**config.mk**
```make
export PLATFORM = sky130hd
export DESIGN_NAME = overdrive_pregain_flat
export DESIGN_NICKNAME = d
export VERILOG_FILES = /design/src/rtl/overdrive_pregain_if.sv /design/src/rtl/overdrive_pregain.sv /design/src/flat_wrapper.sv
export SDC_FILE = /design/constraint.sdc
export NUM_CORES = 2
export LEC_CHECK = 0
export ABC_CLOCK_PERIOD_IN_PS = 16100
export CAP_MARGIN = 0
export CORE_ASPECT_RATIO = 1.2
export CORE_MARGIN = 2
export CORE_UTILIZATION = 35
export CTS_BUF_LIST = sky130_fd_sc_hd__clkbuf_4 sky130_fd_sc_hd__clkbuf_8
export CTS_CLUSTER_DIAMETER = 150
export DETAILED_ROUTE_END_ITERATION = 7
export PLACE_DENSITY = 0.55
export SYNTH_ARGS = -nofsm -noshare
export SYNTH_HDL_FRONTEND = slang
export SYNTH_SLANG_ARGS = --single-unit
```
**constraint.sdc**
```tcl
create_clock -name clk -period 16.1 [get_ports clk]
set_clock_uncertainty 0.15 [all_clocks]
set_input_delay 2.415 -clock clk [delete_from_list [all_inputs] [get_ports clk]]
set_output_delay 2.415 -clock clk [all_outputs]
set_load 0.005 [all_outputs]
```
**src/rtl/overdrive_pregain_if.sv**
```systemverilog
// Sample/gain bundle between the drive source and the pre-gain stage.
// master drives in_*, slave (the pre-gain) drives ou_*.
interface overdrive_pregain_if #(
  parameter int WIDTH = 32,
  parameter int GW    = 16
);
  logic                    in_valid;
  logic signed [WIDTH-1:0] in_sample;
  logic [GW-1:0]           in_gain;
  logic                    ou_valid;
  logic signed [WIDTH-1:0] ou_sample;
  logic                    ou_sat;

  modport master (
    output in_valid,
    output in_sample,
    output in_gain,
    input  ou_valid,
    input  ou_sample,
    input  ou_sat
  );

  modport slave (
    input  in_valid,
    input  in_sample,
    input  in_gain,
    output ou_valid,
    output ou_sample,
    output ou_sat
  );
endinterface

```
**src/rtl/overdrive_pregain.sv**
```systemverilog
// Drive pre-gain: sample x slewed gain, /One toward zero, clamp to +-SAT_LIMIT.
// Ports: clk, rst_n (async low), bus (slave: in_valid/sample/gain -> ou_valid/sample/sat).
module overdrive_pregain #(
  parameter int WIDTH     = 32,
  parameter int FRAC      = 12,
  parameter int GW        = 16,
  parameter int STEP      = 256,
  parameter int SAT_LIMIT = 8192
) (
  input logic                clk,
  input logic                rst_n,
  overdrive_pregain_if.slave bus
);

  localparam int PW = WIDTH + GW + 1;
  localparam int QW = PW - FRAC;

  localparam logic [GW-1:0] ONE    = GW'(1 << FRAC);
  localparam logic [GW-1:0] STEP_G = GW'(STEP);

  localparam logic signed [QW-1:0] SAT_P = QW'(SAT_LIMIT);
  localparam logic signed [QW-1:0] SAT_N = -SAT_P;

  logic [GW-1:0]           gain_q, gain_d;
  logic                    v1_q, v1_d;
  logic signed [PW-1:0]    p_q, p_d;
  logic                    v2_q, v2_d;
  logic signed [QW-1:0]    qt_q, qt_d;
  logic                    v3_q, v3_d;
  logic signed [WIDTH-1:0] smp_q, smp_d;
  logic                    sat_q, sat_d;

  logic signed [PW-1:0] smp_x;
  logic signed [PW-1:0] gain_x;
  logic signed [QW-1:0] q_fl;
  logic [QW-1:0]        q_rnd;

  // Gain ramp: at most one STEP toward target per accepted sample.
  always_comb begin
    gain_d = gain_q;
    if (bus.in_valid) begin
      if (gain_q < bus.in_gain) begin
        if (bus.in_gain - gain_q > STEP_G)
          gain_d = gain_q + STEP_G;
        else
          gain_d = bus.in_gain;
      end else if (gain_q > bus.in_gain) begin
        if (gain_q - bus.in_gain > STEP_G)
          gain_d = gain_q - STEP_G;
        else
          gain_d = bus.in_gain;
      end
    end
  end

  // Stage 1: full-width product with the pre-update gain.
  always_comb begin
    smp_x = $signed({{(PW-WIDTH){bus.in_sample[WIDTH-1]}},
                     bus.in_sample});
    gain_x = $signed({{(PW-GW){1'b0}}, gain_q});
    v1_d = bus.in_valid;
    p_d  = p_q;
    if (bus.in_valid)
      p_d = smp_x * gain_x;
  end

  // Stage 2: divide by One toward zero. The shift floors, so a
  // negative product with a nonzero fraction gets +1 back.
  always_comb begin
    q_fl  = $signed(p_q[PW-1:FRAC]);
    q_rnd = {{(QW-1){1'b0}},
             p_q[PW-1] & (|p_q[FRAC-1:0])};
    v2_d  = v1_q;
    qt_d  = qt_q;
    if (v1_q)
      qt_d = $signed(q_fl + q_rnd);
  end

  // Output: clamp; exactly +-SAT_LIMIT passes unflagged.
  always_comb begin
    v3_d  = v2_q;
    smp_d = smp_q;
    sat_d = sat_q;
    if (v2_q) begin
      unique case (1'b1)
        (qt_q > SAT_P): begin
          smp_d = WIDTH'(SAT_P);
          sat_d = 1'b1;
        end
        (qt_q < SAT_N): begin
          smp_d = WIDTH'(SAT_N);
          sat_d = 1'b1;
        end
        default: begin
          smp_d = qt_q[WIDTH-1:0];
          sat_d = 1'b0;
        end
      endcase
    end
  end

  always_ff @(posedge clk or negedge rst_n) begin
    if (!rst_n) begin
      gain_q <= ONE;
      v1_q   <= 1'b0;
      p_q    <= '0;
      v2_q   <= 1'b0;
      qt_q   <= '0;
      v3_q   <= 1'b0;
      smp_q  <= '0;
      sat_q  <= 1'b0;
    end else begin
      gain_q <= gain_d;
      v1_q   <= v1_d;
      p_q    <= p_d;
      v2_q   <= v2_d;
      qt_q   <= qt_d;
      v3_q   <= v3_d;
      smp_q  <= smp_d;
      sat_q  <= sat_d;
    end
  end

  assign bus.ou_valid  = v3_q;
  assign bus.ou_sample = smp_q;
  assign bus.ou_sat    = sat_q;

endmodule

```
**src/flat_wrapper.sv**
```systemverilog
// flat-port wrapper written by rule: the top's interface ports become plain ports
module overdrive_pregain_flat 
#(
  parameter int WIDTH     = 32,
  parameter int FRAC      = 12,
  parameter int GW        = 16,
  parameter int STEP      = 256,
  parameter int SAT_LIMIT = 8192
)
  (clk, rst_n, bus_in_valid, bus_in_sample, bus_in_gain, bus_ou_valid, bus_ou_sample, bus_ou_sat);
  overdrive_pregain_if #(.WIDTH(WIDTH), .GW(GW)) bus_i ();
  input logic clk;
  input logic rst_n;
  input wire logic [$bits(bus_i.in_valid)-1:0] bus_in_valid;
  input wire logic [$bits(bus_i.in_sample)-1:0] bus_in_sample;
  input wire logic [$bits(bus_i.in_gain)-1:0] bus_in_gain;
  output wire logic [$bits(bus_i.ou_valid)-1:0] bus_ou_valid;
  output wire logic [$bits(bus_i.ou_sample)-1:0] bus_ou_sample;
  output wire logic [$bits(bus_i.ou_sat)-1:0] bus_ou_sat;
  assign bus_i.in_valid = bus_in_valid;
  assign bus_i.in_sample = bus_in_sample;
  assign bus_i.in_gain = bus_in_gain;
  assign bus_ou_valid = bus_i.ou_valid;
  assign bus_ou_sample = bus_i.ou_sample;
  assign bus_ou_sat = bus_i.ou_sat;
  overdrive_pregain #(.WIDTH(WIDTH), .FRAC(FRAC), .GW(GW), .STEP(STEP), .SAT_LIMIT(SAT_LIMIT)) u_core (.clk(clk), .rst_n(rst_n), .bus(bus_i));
endmodule
```
==> impl_metrics.ini <==
[cells_and_area]
multi_input_comb_area_mm2 = 0.01943
ff_latch_area_mm2 = 0.003466
final_nets = 3590
drive_above_1_share_pct = 4.192
area_growth_pct = 7.507
fillCellCount = 7506
mostFrequentLayoutCells = inv_1 (670), fa_1 (490), nand2_1 (344)
final_common_cell = inv_1

[yosys]
ys_ff_latch = 138
yosys.area.top_type = fa_1
synth_area_leaders = fa_1 (38%), dfrtp_1 (13%), inv_1 (9.7%)
synth-edff-count = 0
netlist.area_leader.share_pct = 37.75
ys.flop_type = dfrtp_1
syn-cell-area_mm2 = 0.02598
synth.distinct_cells = 78
avgSynthCellArea_um2 = 8.893
yosys_warnings = 0
yosysSeqAreaShare_pct = 13.29
synthCells = 2922
synth-async-reset-ratio_pct = 100.0
synth_nets = 3615

[worst_setup_path]
end_kind = flip-flop
worstReg2RegStart = u_core.gain_q[8]$_DFFE_PN0P_
worstSetupPathType = input pin to flip-flop
reg2reg_to = u_core.p_q[48]$_DFFE_PN0P_
worst_ep_arrival_time_ps = 9830
cpPeakStageDelay_ps = 910
cp_max_fo = 16
rr_worst_depth = 21
cpMaxStageDelayCell = clkdlybuf4s50_1
crit_path_cell_trace = clkdlybuf4s50_1 > and2_1 > fa_1 > inv_1 > fa_1 > fa_1 > inv_1 > fa_1 > fa_1 > inv_1 > fa_1 > inv_1 > ha_1 > a211o_1 > a311o_1 > a41oi_1 > nand4_1 > a31oi_1 > o31ai_1 > nor4bb_1 > o31a_1 > xnor2_1 > mux2i_1
required_ps = 16340
reg2reg_setup_slack_ps = 8430
setup.worst_path.start_class = input pin
worst_path_most_repeated_cell = fa_1

[clock_tree]
cts.clk_slew.worst_paths_ps = 90
cts_made_buffers = 17
clock_latency_ps = 540
cts.htree.levels = 4
cts.sinks = 138
cts_setup_buffers = 0
post_cts_resized = 0
root_buffer = clkbuf_8
clk_path_buf_depth = 2
tritoncts = yes
hold_buffers = 0

[placed_design]
portBuffers = 84
gp_congestion = 0.8306
hpwl_mm = 52.61

[global_routing]
grt_pass1_wl_mm = 110.4
grt_max_degree = 91
grt_pass1_vias = 20373
antenna_found_initial = 1
grtUsageTotal_pct = 18.35
grt_overflow = 0

[hold_path]
min-delay-start = u_core.p_q[8]$_DFFE_PN0P_
hold_depth = 2
min_to = u_core.p_q[8]$_DFFE_PN0P_
worst_hold_path_type = flip-flop to flip-flop

[sta]
tns_ps = 0
worst_pin_slew_ps = 1025
fin_crit_sh_pct = 59.57
final_max_slew_viol_count = 0
slew-limit-headroom_pct = 31.66
finalHoldViolCount = 0
finalSetupViolations = 0
min_period_ps = 9591
rsz0062_at_grt = false
timing.fmax_mhz = 104.3

[routing]
wl_per_cell_um = 17.15
postRouteAntennaNets = 0
dr.pass1.iters = 5
drcViolationCount = 0
viasPerCell = 4.893
num_vias = 18856
wirelength_mm = 66.10
drtIter0Drc = 769

[floorplan]
io_pins = 85
rows = 109
start_util_pct = 35.28
die_width_um = 252.7
core_region_area_mm2 = 0.07365
die_y_um = 302.5
die_area_mm2 = 0.07645

[run]
maxCapViolations = 0

[outcome]
status = completed
[registers in the layout, summed over array words and instances, names as in the netlist]
register and flops:
u_core.gain_q 16, u_core.p_q 49, u_core.bus.ou_sat 1, u_core.qt_q 37, u_core.v2_q 1, u_core.bus.ou_sample 32, u_core.v1_q 1, u_core.bus.ou_valid 1
[worst max path at each step]
stage          slack (ps)                          to               from  cells after the start
4_1_cts              6530  u_core.p_q[46]$_DFFE_PN0P_  bus_in_sample[22]                     23
2_1_floorplan        7500  u_core.p_q[46]$_DFFE_PN0P_  bus_in_sample[16]                     21
6_report             6510  u_core.p_q[48]$_DFFE_PN0P_  bus_in_sample[22]                     23
3_3_place_gp         5980  u_core.p_q[48]$_DFFE_PN0P_  bus_in_sample[22]                     23
5_1_grt              6150  u_core.p_q[46]$_DFFE_PN0P_  bus_in_sample[23]                     21
3_5_place_dp         5940  u_core.p_q[46]$_DFFE_PN0P_  bus_in_sample[22]                     23
[per-stage QoR]
stage	util [%]	area, µm²	hold slack, ps	std cells	worst slack (ps)
floorplan	-	25980	201.9	2922	7496
global placement	37.40	27540	322.1	3821	5980
detailed placement	37.40	27540	326.2	3821	5944
CTS	37.93	27930	346.0	3853	6528
global route	37.93	27940	375.3	3854	6148
finish	37.93	27940	340.3	3854	6509
[logic make-up (layout without fill, tap and decap cells)]
group | after synthesis | in the layout | synth area share (%)
mux | 43 | 43 | 1.839
buf+inv | 814 | 802 | 11.94
other cells | 0 | 1 | 0
fa+ha+maj | 642 | 642 | 45.07
xor+xnor | 91 | 91 | 3.067
compound gates | 342 | 342 | 8.605
simple gates | 852 | 852 | 16.18
flops | 138 | 138 | 13.29
[final cells by class]
type                       count  area share [%]
sequential                   138           12.41
clock buffer                  17          0.8376
antenna                        1        0.008958
inverter                     671           9.016
multi-input combinational   1970           69.54
clock inverter                15          0.5643
tap                          943           4.224
timing repair buffer          99           3.399
[cells in the mapped netlist, types with 47 or more instances]
master	instances
xnor2_1	52
o21ai_0	72
nand2_1	344
fa_1	490
dfrtp_1	137
inv_1	670
nand3_1	47
a21oi_1	103
and2_1	244
ha_1	152
clkbuf_1	124
nor2_1	87
[per-layer routing]
metal	part of all wire [%]	up-vias	global-route usage (%)
met4	1.8	0	4.734
met3	3.6	78	2.402
met2	49	385	31.29
li1	-	8817	-
met1	46	9576	24.69
met5	0	-	0
[critical path, delay by kind of cell]
family,cells,cell delay (ps)
compound gates,6,1900
xor+xnor,1,150
fa+ha+maj,7,3440
buf+inv,5,1120
mux,1,80
simple gates,3,730
Power is left out: the tool's default activity adds up to more than one toggle a clock period on the data nets, which glitch-free logic cannot reach.
